## config.mk

```make
export PLATFORM = sky130hd
export DESIGN_NAME = demux_1to2_4bits_flat
export DESIGN_NICKNAME = d
export VERILOG_FILES = /design/src/rtl/scpu_pkg.sv /design/src/rtl/demux_1to2_4bits_if.sv /design/src/rtl/demux_slot.sv /design/src/rtl/demux_1to2_4bits.sv /design/src/flat_wrapper.sv
export SDC_FILE = /design/constraint.sdc
export NUM_CORES = 1
export LEC_CHECK = 0
export CAP_MARGIN = 10
export CORE_AREA = 2 2 39 41
export CTS_CLUSTER_DIAMETER = 150
export CTS_CLUSTER_SIZE = 30
export DETAILED_ROUTE_END_ITERATION = 8
export DIE_AREA = 0 0 41 43
export HOLD_SLACK_MARGIN = 0.15
export PLACE_DENSITY_LB_ADDON = 0.1
export RECOVER_POWER = 25
export SLEW_MARGIN = 30
export SYNTH_ARGS = -nofsm -noshare
export SYNTH_HDL_FRONTEND = slang
export SYNTH_SLANG_ARGS = --single-unit
```

## constraint.sdc

```tcl
create_clock -name clk -period 2.2 [get_ports clk]
set_input_delay 0.55 -clock clk [delete_from_list [all_inputs] [get_ports clk]]
set_output_delay 0.55 -clock clk [all_outputs]
set_load 0.02 [all_outputs]
```

## src/rtl/scpu_pkg.sv

```systemverilog
// Shared sCPU datapath constants and the demux slot state encoding.
package scpu_pkg;

  localparam int DATA_W = 4;
  localparam int CNT_W  = 8;

  typedef enum logic {
    SLOT_EMPTY = 1'b0,
    SLOT_FULL  = 1'b1
  } slot_state_e;

endpackage

```

## src/rtl/demux_1to2_4bits_if.sv

```systemverilog
// Valid/ready bundle of the 1-to-2 demux: one input stream, two output streams.
// Transfer counters are present only when DEMUX_STATS_EN is defined.
interface demux_1to2_4bits_if #(
  parameter int WIDTH = 4
);
  logic [WIDTH-1:0] in_data;
  logic             in_sel;
  logic             in_valid;
  logic             in_ready;
  logic [WIDTH-1:0] out0_data;
  logic             out0_valid;
  logic             out0_ready;
  logic [WIDTH-1:0] out1_data;
  logic             out1_valid;
  logic             out1_ready;
`ifdef DEMUX_STATS_EN
  logic [7:0]       out0_count;
  logic [7:0]       out1_count;
`endif

  // Producer and both consumers sit on the master side.
  modport master (
    output in_data, in_sel, in_valid, out0_ready, out1_ready,
    input  in_ready, out0_data, out0_valid, out1_data, out1_valid
`ifdef DEMUX_STATS_EN
    , input out0_count, out1_count
`endif
  );

  modport slave (
    input  in_data, in_sel, in_valid, out0_ready, out1_ready,
    output in_ready, out0_data, out0_valid, out1_data, out1_valid
`ifdef DEMUX_STATS_EN
    , output out0_count, out1_count
`endif
  );

endinterface

```

## src/rtl/demux_slot.sv

```systemverilog
// One-entry holding slot of the demux: data register, EMPTY/FULL flag and,
// with DEMUX_STATS_EN, a saturating count of completed drains.
module demux_slot
  import scpu_pkg::*;
#(
  parameter int WIDTH = DATA_W
) (
  input  logic             clk,
  input  logic             rst,
  input  logic             load,
  input  logic [WIDTH-1:0] load_data,
  input  logic             ready,
  output logic             valid,
  output logic [WIDTH-1:0] data
`ifdef DEMUX_STATS_EN
  ,
  output logic [CNT_W-1:0] count
`endif
);

  slot_state_e      state_p0;
  slot_state_e      state_nxt;
  logic [WIDTH-1:0] data_p0;
  logic             drain;

  assign valid = (state_p0 == SLOT_FULL);
  assign data  = data_p0;
  assign drain = valid & ready;

  always_comb begin
    state_nxt = state_p0;
    case (state_p0)
      SLOT_EMPTY: if (load) state_nxt = SLOT_FULL;
      SLOT_FULL:  if (drain && !load) state_nxt = SLOT_EMPTY;
      default:    state_nxt = SLOT_EMPTY;
    endcase
  end

  // Stage p0: slot state and held data
  always_ff @(posedge clk) begin
    if (rst) state_p0 <= SLOT_EMPTY;
    else     state_p0 <= state_nxt;
  end

  // Loading only on accept keeps data stable while the consumer stalls.
  always_ff @(posedge clk) begin
    if (rst)       data_p0 <= '0;
    else if (load) data_p0 <= load_data;
  end

`ifdef DEMUX_STATS_EN
  logic [CNT_W-1:0] count_p0;

  function automatic logic [CNT_W-1:0] sat_inc(input logic [CNT_W-1:0] c);
    return (&c) ? c : c + CNT_W'(1);
  endfunction

  always_ff @(posedge clk) begin
    if (rst)        count_p0 <= '0;
    else if (drain) count_p0 <= sat_inc(count_p0);
  end

  assign count = count_p0;
`endif

endmodule

```

## src/rtl/demux_1to2_4bits.sv

```systemverilog
// Registered 1-to-2 valid/ready demultiplexer; in_sel steers to out0 or out1.
// Optional per-output transfer counters with DEMUX_STATS_EN.
module demux_1to2_4bits
  import scpu_pkg::*;
#(
  parameter int WIDTH = DATA_W
) (
  input logic               clk,
  input logic               rst,
  demux_1to2_4bits_if.slave bus
);

  logic acc;
  logic load0;
  logic load1;

  // Readiness looks only at the selected slot, so a stalled consumer never
  // blocks traffic headed to the other one.
  always_comb begin
    bus.in_ready = bus.in_sel ? (~bus.out1_valid | bus.out1_ready)
                              : (~bus.out0_valid | bus.out0_ready);
  end

  assign acc   = bus.in_valid & bus.in_ready;
  assign load0 = acc & ~bus.in_sel;
  assign load1 = acc &  bus.in_sel;

  demux_slot #(.WIDTH(WIDTH)) u_slot0 (
    .clk       (clk),
    .rst       (rst),
    .load      (load0),
    .load_data (bus.in_data),
    .ready     (bus.out0_ready),
    .valid     (bus.out0_valid),
    .data      (bus.out0_data)
`ifdef DEMUX_STATS_EN
    ,
    .count     (bus.out0_count)
`endif
  );

  demux_slot #(.WIDTH(WIDTH)) u_slot1 (
    .clk       (clk),
    .rst       (rst),
    .load      (load1),
    .load_data (bus.in_data),
    .ready     (bus.out1_ready),
    .valid     (bus.out1_valid),
    .data      (bus.out1_data)
`ifdef DEMUX_STATS_EN
    ,
    .count     (bus.out1_count)
`endif
  );

endmodule

```

## src/flat_wrapper.sv

```systemverilog
// flat-port wrapper written by rule: the top's interface ports become plain ports
module demux_1to2_4bits_flat import scpu_pkg::*;
#(
  parameter int WIDTH = DATA_W
)
  (clk, rst, bus_in_data, bus_in_sel, bus_in_valid, bus_out0_ready, bus_out1_ready, bus_in_ready, bus_out0_data, bus_out0_valid, bus_out1_data, bus_out1_valid);
  demux_1to2_4bits_if #(.WIDTH(WIDTH)) bus_i ();
  input logic clk;
  input logic rst;
  input wire logic [$bits(bus_i.in_data)-1:0] bus_in_data;
  input wire logic [$bits(bus_i.in_sel)-1:0] bus_in_sel;
  input wire logic [$bits(bus_i.in_valid)-1:0] bus_in_valid;
  input wire logic [$bits(bus_i.out0_ready)-1:0] bus_out0_ready;
  input wire logic [$bits(bus_i.out1_ready)-1:0] bus_out1_ready;
  output wire logic [$bits(bus_i.in_ready)-1:0] bus_in_ready;
  output wire logic [$bits(bus_i.out0_data)-1:0] bus_out0_data;
  output wire logic [$bits(bus_i.out0_valid)-1:0] bus_out0_valid;
  output wire logic [$bits(bus_i.out1_data)-1:0] bus_out1_data;
  output wire logic [$bits(bus_i.out1_valid)-1:0] bus_out1_valid;
  assign bus_i.in_data = bus_in_data;
  assign bus_i.in_sel = bus_in_sel;
  assign bus_i.in_valid = bus_in_valid;
  assign bus_i.out0_ready = bus_out0_ready;
  assign bus_i.out1_ready = bus_out1_ready;
  assign bus_in_ready = bus_i.in_ready;
  assign bus_out0_data = bus_i.out0_data;
  assign bus_out0_valid = bus_i.out0_valid;
  assign bus_out1_data = bus_i.out1_data;
  assign bus_out1_valid = bus_i.out1_valid;
  demux_1to2_4bits #(.WIDTH(WIDTH)) u_core (.clk(clk), .rst(rst), .bus(bus_i));
endmodule
```

==> results of run 1 <==
[kinds of logic (layout without fill, tap and decap cells)]
group           count (synthesis)  in the layout  synth area share
buf+inv                         2             26            0.0343
flops                          10             10             0.457
mux                             9              9             0.209
simple gates                   17             17             0.277
compound gates                  2              2            0.0229
[worst min path at each step]
stage,slack [ns],startpoint,to
global route,0.49,u_core.u_slot0.data[1]$_SDFFE_PP0P_,u_core.u_slot0.data[1]$_SDFFE_PP0P_
finish,0.48,u_core.u_slot0.data[2]$_SDFFE_PP0P_,u_core.u_slot0.data[2]$_SDFFE_PP0P_
CTS,0.48,u_core.u_slot0.data[3]$_SDFFE_PP0P_,u_core.u_slot0.data[3]$_SDFFE_PP0P_
detailed placement,0.47,u_core.u_slot0.data[2]$_SDFFE_PP0P_,u_core.u_slot0.data[2]$_SDFFE_PP0P_
global placement,0.47,u_core.u_slot1.data[3]$_SDFFE_PP0P_,u_core.u_slot1.data[3]$_SDFFE_PP0P_
floorplan,0.55,u_core.u_slot0.data[0]$_SDFFE_PP0P_,u_core.u_slot0.data[0]$_SDFFE_PP0P_
[area by class of cell]
type                    count  area, µm²
fillers                   148        713
repair buffers             23        218
multi-input cells          28        210
well taps                  16       20.0
flip-flops and latches     10        200
clock buffers               3       22.5
[metrics by stage]
| step | instances | TNS [ns] | util |
|---|---|---|---|
| 2_1_floorplan | 40 | 0 | - |
| 3_3_place_gp | 77 | -0.236 | 0.481 |
| 3_5_place_dp | 77 | -0.252 | 0.481 |
| 4_1_cts | 80 | 0 | 0.498 |
| 5_1_grt | 80 | 0 | 0.485 |
| 6_report | 80 | 0 | 0.485 |
[sequential cells by signal, indices dropped and copies added, names as in the netlist]
name / cells
u_core.u_slot1.data: 4
u_core.u_slot0.data: 4
u_core.u_slot0.valid: 1
u_core.u_slot1.valid: 1
[layout by cell type, fill, tap and decap left out, drive strengths merged]
master	netlist	routed
a21oi	2	2
nand3b	1	1
nand3	1	1
buf	1	2
dfxtp	10	10
clkdlybuf4s50	0	19
mux2	1	1
nand2b	14	14
and3b	1	1
clkbuf	1	5
mux2i	8	8
[report_power, final]
part,switching (mW),leakage (nW),internal [mW]
Sequential,0.00475,0.0819,0.191
Combinational,0.0323,0.177,0.0463
Clock,0.0579,0.0138,0.0630
Total,0.0950,0.273,0.300
[per-layer routing]
metal | up-vias | routed length [µm] | track usage | part of all wire
met4 | 0 | 0 | 0.100 | 0
met2 | 13 | 403 | 0.172 | 0.47
met3 | 0 | 62 | 0.0471 | 0.072
li1 | 184 | - | - | -
met5 | - | 0 | 0 | 0
met1 | 153 | 396 | 0.137 | 0.46
[worst max-delay path, delay by kind of cell]
family   cells  cell delay (ns)
mux          1             0.33
buf+inv      2             0.65
[what timing repair did]
item,4_1_cts,5_1_grt
endpoints found under the setup margin,1,1
pin swaps,0,0
resized for setup,3,1
==> run metrics, run 1 <==
status=complete, no violations; Yosys warnings=0; Setup CP Type=in -> out; PnR Total Power=395 µW; setup bufs post-CTS=0; CP Capture Type=output pin; syn avg cell area=10.9 µm²; Tmin final=2.07 ns; top-count cell post-synth=nand2b_1; Rows=14; global-route wire length before repair=1.37 mm; VDD IR max=0.272 mV; Vias/cell=4.38; number of synthesized flops with an enable pin=0; worst r2r src=u_core.u_slot1.valid$_SDFF_PP0_; drt wl/cell=10.8 µm; antenna violations before repair=0; GR Overflow Total=0; RSZ-0062 raised after global routing=false; Netlist Area Pre-Place=438 µm²; htree depth=1; clk_lat worst skew=0.26 ns; Reg2Reg Setup Slack=1.12 ns; Max Slew Vio Count=0; fmax=483 MHz; CTS Buf Count=3; crit path to=bus_in_ready; # hold bufs at CTS=0; Post-synth top flop=dfxtp_1; Worst Path Required=1.65 ns; Post-Place Setup Slack=-0.252 ns; startpoint type of the worst setup path=primary input; routability cong.=0.577; Max clock buf depth=2; Yosys top cell by area=dfxtp_1; synth cell count leaders=nand2b_1, dfxtp_1, mux2i_1; Critical Path, Cell by Cell=clkdlybuf4s50_1 -> mux2_2 -> buf_2; Final #Nets=76; #FFs+latches synth=10; max-cap viol count=0; routed vias=350; Synth Net Count=50; core box area=0.00138 mm²; Worst R2R End=u_core.u_slot1.data[1]$_SDFFE_PP0P_; DRC viols=0; Worst Hold Class=reg -> reg; Clock Skews=0.000604 ns; final hold vios=0; FFs w/ async S/R, synth=0; post-layout instance area=671 µm²; Clock Root Buffer=clkbuf_4; hold path cells=2; Area after DPL=666 µm²; Worst Tran Pin Value=0.347 ns; First-pass DRT Iterations=4; setup ws final=0.130 ns; Hold Worst Slack=0.478 ns; crit path max fanout=2; vias in the first global route=347; synth top area cells=dfxtp_1, nand2b_1, mux2i_1, nand2b_4, buf_6; Final Setup Violations=0; initial core utilization=0.316; top-area cell type share of the netlist area=0.457; Slew HR=0.768; post-synth cell types=11; Final ANT Viol Nets=0; I/O pin count=21; clock tree from TritonCTS=yes; layout cells sized above 1=0.125; post-synthesis sequential area ratio=0.457; Critical Path Max Stage Delay=0.49 ns; GRT Util Overall=0.122; Clock Sinks=10; Die Area=0.00176 mm²; largest net degree at the start of global routing=15; diode count=0; data arrival time of the worst path=1.52 ns; reg2reg path depth=4; DP Wirelength=639 µm; Lkg Pwr=0.273 nW; synthesis-to-finish area growth=53.1%; Critical Path Source=bus_in_sel; PortBufs=20; Post-Syn Instances=40; Pwr Density=589 mW/mm²; crit share post-route=0.941; Die Y=43 µm; Reg clk slew, reported paths=0.06 ns; Initial DRC Count=1; Slowest-stage cell, CP=clkdlybuf4s50_1; Die X-Extent=41 µm; final WL=861 µm
Power figures use the tool's default switching activity.
==> run 2, diff against run 1 <==
CELL_PAD_IN_SITES_DETAIL_PLACEMENT = 1   (was not set)
CELL_PAD_IN_SITES_GLOBAL_PLACEMENT = 1   (was not set)
CORE_AREA = not set   (was 2 2 39 41)
CORE_MARGIN = 2   (was not set)
CORE_UTILIZATION = 30   (was not set)
DIE_AREA = not set   (was 0 0 41 43)
HOLD_SLACK_MARGIN = not set   (was 0.15)
==> run metrics, run 2 (same netlist as run 1, synthesis figures left out) <==
status=complete, no violations; Post-Place Setup Slack=-0.263 ns; CP Capture Type=output pin; Final ANT Viol Nets=0; final hold vios=0; Final #Nets=76; Crit. path cell count=3; Critical Path Source=bus_in_sel; RSZ-0062 raised after global routing=false; VDD IR max=0.363 mV; Tmin final=2.10 ns; data arrival time of the worst path=1.55 ns; max-cap viol count=0; Die Area=0.00178 mm²; buffers plus inverters on the worst setup path=2; Worst R2R End=u_core.u_slot1.data[2]$_SDFFE_PP0P_; Worst Tran Pin Value=0.362 ns; Critical Path, Cell by Cell=clkdlybuf4s50_1 -> mux2_2 -> buf_2; global-route wire length before repair=1.74 mm; most frequent cells in the layout=clkdlybuf4s50_1, nand2b_1, dfxtp_1; PnR Total Power=395 µW; Initial DRC Count=3; crit path to=bus_in_ready; initial core utilization=0.328; # hold bufs at CTS=0; DRC viols=0; clk_lat worst skew=0.25 ns; Die X-Extent=42.2 µm; Reg clk slew, reported paths=0.06 ns; fmax=477 MHz; htree depth=1; Slew HR=0.758; Final Setup Violations=0; Slowest-stage cell, CP=clkdlybuf4s50_1; crit path max fanout=2; worst r2r src=u_core.u_slot1.valid$_SDFF_PP0_; Rows=13; Layout Cells excl Fill=79; Setup CP Type=in -> out; I/O pin count=21; Lkg Pwr=0.273 nW; GRT Util Overall=0.131; crit share post-route=0.954; Clock Sinks=10; Worst Hold Class=reg -> reg; drt wl/cell=13.8 µm; core box area=0.00133 mm²; First-pass DRT Iterations=4; Clock Skews=0.000769 ns; most common cell after layout, fill and taps aside=clkdlybuf4s50_1; Hold Worst Slack=0.487 ns; Top delay family on crit path=buffers and inverters; Worst Path Required=1.65 ns; routed vias=376; clock tree from TritonCTS=yes; synthesis-to-finish area growth=52.9%; CTS Buf Count=3; Vias/cell=4.76; Pwr Density=590 mW/mm²; largest net degree at the start of global routing=15; antenna violations before repair=0; reg2reg path depth=4; vias in the first global route=415; diode count=0; layout cells sized above 1=0.125; Max Slew Vio Count=0; Max clock buf depth=2; Clock Root Buffer=clkbuf_4; startpoint type of the worst setup path=primary input; DP Cell Count=76; GR Overflow Total=0; Die Y=42.2 µm; Area after DPL=664 µm²; DP Wirelength=870 µm; post-layout instance area=669 µm²; routability cong.=0.767; setup ws final=0.101 ns; Reg2Reg Setup Slack=1.12 ns; PortBufs=20; Critical Path Max Stage Delay=0.50 ns; final WL=1.09 mm
[run 2: changes by cell type in the layout (fill, tap and decap cells not counted)]
| cell | previous run | this run |
|---|---|---|
| clkbuf_4 | 5 | 4 |
| buf_4 | 1 | 2 |
[run 2: what timing repair did]
item                       in CTS  in global routing
gates resized for setup         3                  1
setup buffers                   0                  0
pin swaps                       0                  0
setup endpoints to repair       1                  1
[run 2: layout make-up]
class / instances / area (µm²)
clock buffer: 3 / 22.5
fill: 159 / 664
multi-input combinational: 28 / 210
sequential: 10 / 200
tap: 15 / 18.8
timing repair buffer: 23 / 218
[run 2: how the worst min path moves through the flow]
stage                                   startpoint                                   to  slack, ns  depth (start not counted)
6_report       u_core.u_slot0.data[3]$_SDFFE_PP0P_  u_core.u_slot0.data[3]$_SDFFE_PP0P_       0.49                          2
5_1_grt        u_core.u_slot0.data[1]$_SDFFE_PP0P_  u_core.u_slot0.data[1]$_SDFFE_PP0P_       0.51                          2
4_1_cts        u_core.u_slot0.data[2]$_SDFFE_PP0P_  u_core.u_slot0.data[2]$_SDFFE_PP0P_       0.49                          2
3_5_place_dp   u_core.u_slot0.data[2]$_SDFFE_PP0P_  u_core.u_slot0.data[2]$_SDFFE_PP0P_       0.48                          2
3_3_place_gp   u_core.u_slot1.data[3]$_SDFFE_PP0P_  u_core.u_slot1.data[3]$_SDFFE_PP0P_       0.46                          2
2_1_floorplan  u_core.u_slot0.data[0]$_SDFFE_PP0P_  u_core.u_slot0.data[0]$_SDFFE_PP0P_       0.55                          2
[run 2: metal layers]
| metal | wire [µm] | part of all wire | GRT usage | vias to the layer above |
|---|---|---|---|---|
| met5 | 0 | 0 | 0 | - |
| met3 | 76 | 0.070 | 0.0474 | 2 |
| li1 | - | - | - | 183 |
| met1 | 422 | 0.39 | 0.117 | 179 |
| met2 | 583 | 0.53 | 0.246 | 12 |
| met4 | 10 | 0.0092 | 0.0750 | 0 |
[run 2: where the power goes]
group          switching, mW  leakage, nW  internal [mW]  total [mW]
clock                 0.0553       0.0138         0.0628       0.118
combinational         0.0347        0.177         0.0464      0.0811
sequential           0.00509       0.0819          0.191       0.196
total                 0.0951        0.273          0.300       0.395
[run 2: metrics by stage]
stage                     TNS, ns   util
after global routing            0  0.502
after global placement     -0.249  0.498
after floorplan                 0      -
after CTS                       0  0.516
final                           0  0.502
after detailed placement   -0.263  0.498
[run 2: worst reg2reg max path: cells and delay by family (launching register included)]
kind	cells	cell delay, ns
buffers and inverters	1	0.14
flip-flops	1	0.33
multiplexers	1	0.23
AND/OR/NAND/NOR	2	0.30
==> run 3, diff against run 2 <==
==> constraint.sdc (replaced) <==
create_clock -name clk -period 2.2 [get_ports clk]
set_input_delay 0.55 -clock clk [delete_from_list [all_inputs] [get_ports clk]]
set_output_delay 0.55 -clock clk [all_outputs]
set_load 0.01 [all_outputs]
==> run metrics, run 3 (same netlist as run 1, synthesis figures left out) <==
met2 WL=559 µm; Die Area=0.00178 mm²; Reg clk slew, reported paths=0.06 ns; fillcell total=157; diode count=0; fmax=462 MHz; I/O pin count=21; Worst Path Required=1.65 ns; most frequent cells in the layout=clkdlybuf4s50_1, nand2b_1, dfxtp_1; CP Capture Type=output pin; max layer used=met4; CTS Buf Count=3; hold endpoint=u_core.u_slot0.data[3]$_SDFFE_PP0P_; GR Overflow Total=0; DP Cell Count=76; RSZ-0062 raised after global routing=false; final hold vios=0; DRC viols=0; First-pass DRT Iterations=4; DP Wirelength=870 µm; Hold Worst Slack=0.487 ns; Setup CP Type=in -> out; Clock Sinks=10; Max Slew Vio Count=0; Initial DRC Count=3; Layout Cells excl Fill=79; Final #Nets=76; Slew HR=0.758; crit share post-route=0.984; WL met3=76 µm; Rows=13; Clock Root Buffer=clkbuf_4; wl on met1=420 µm; Vias/cell=4.75; Worst Tran Pin Value=0.362 ns; max-cap viol count=0; drt wl/cell=13.5 µm; data arrival time of the worst path=1.62 ns; core box area=0.00133 mm²; Final ANT Viol Nets=0; status=complete, no violations; initial core utilization=0.328; clk_lat worst skew=0.25 ns; synthesis-to-finish area growth=55.7%; clock tree from TritonCTS=yes; largest net degree at the start of global routing=15; Tmin final=2.17 ns; antenna violations before repair=0; Worst R2R End=u_core.u_slot1.data[2]$_SDFFE_PP0P_; vias in the first global route=409; VDD IR max=0.347 mV; routed vias=375; worst r2r src=u_core.u_slot1.valid$_SDFF_PP0_; Die Y=42.2 µm; startpoint type of the worst setup path=primary input; reg2reg path depth=4; Reg2Reg Setup Slack=1.12 ns; PortBufs=20; Clock Skews=0.000816 ns; htree depth=1; # hold bufs at CTS=0; most common cell after layout, fill and taps aside=clkdlybuf4s50_1; Critical Path Max Stage Delay=0.50 ns; routability cong.=0.767; global-route wire length before repair=1.70 mm; Worst Hold Class=reg -> reg; final WL=1.07 mm; Max clock buf depth=2; Die X-Extent=42.2 µm; layout cells sized above 1=0.125; Critical Path, Cell by Cell=clkdlybuf4s50_1 -> mux2_2 -> clkdlybuf4s15_1; Slowest-stage cell, CP=clkdlybuf4s50_1; Lkg Pwr=0.280 nW; crit path max fanout=2; Final Setup Violations=0; Hold Crit Start=u_core.u_slot0.data[3]$_SDFFE_PP0P_; total negative slack=0 ns; GRT Util Overall=0.127; setup bufs post-CTS=0; Pwr Density=570 mW/mm²; hold path cells=2
## run 3: changes by cell type in the layout (fill, tap and decap cells not counted)
| cell | previous run | this run |
|---|---|---|
| nand2b_4 | 0 | 1 |
| buf_2 | 1 | 0 |
| nand2b_1 | 14 | 13 |
| clkdlybuf4s15_1 | 0 | 1 |
## run 3: worst max-delay path, delay by kind of cell
kind     cells  cell delay [ns]
mux          1             0.34
buf+inv      2             0.73
## run 3: timing repair
action,4_1_cts,5_1_grt
gates resized for setup,2,0
hold endpoints to repair,0,0
setup endpoints to repair,1,0
## run 3: final cells by class
class | count | area (µm²) | share of cell area
clock buffers | 3 | 22.5 | 0.0330
multi-input cells | 28 | 218 | 0.319
flip-flops and latches | 10 | 200 | 0.294
well taps | 15 | 18.8 | 0.0275
repair buffers | 23 | 223 | 0.327
## run 3: per-stage QoR
stage | instance area [µm²] | total power, mW | worst slack [ns] | utilization
finish | 682 | 0.389 | 0.0346 | 0.511
global route | 682 | 0.417 | 0.0144 | 0.511
detailed placement | 664 | 0.277 | -0.203 | 0.498
floorplan | 438 | 0.232 | 0.649 | -
global placement | 664 | 0.273 | -0.190 | 0.498
CTS | 687 | 0.397 | 0.0376 | 0.515
## run 3: metal layers
metal,vias up,GRT usage
met5,-,0
met4,0,0.0750
met3,2,0.0474
met2,12,0.234
met1,178,0.117
li1,183,-
## run 3: worst max path at each step
stage	start	to	slack, ns
after global routing	bus_in_sel	bus_in_ready	0.01
final	bus_in_sel	bus_in_ready	0.03
after CTS	bus_in_sel	bus_in_ready	0.04
after floorplan	bus_out1_ready	bus_in_ready	0.65
after global placement	bus_in_sel	bus_in_ready	-0.19
after detailed placement	bus_in_sel	bus_in_ready	-0.20
## run 3: where the power goes
part           switching [mW]  leakage, nW  internal [mW]
Sequential            0.00562       0.0819          0.191
Combinational          0.0267        0.184         0.0476
Clock                  0.0553       0.0138         0.0628
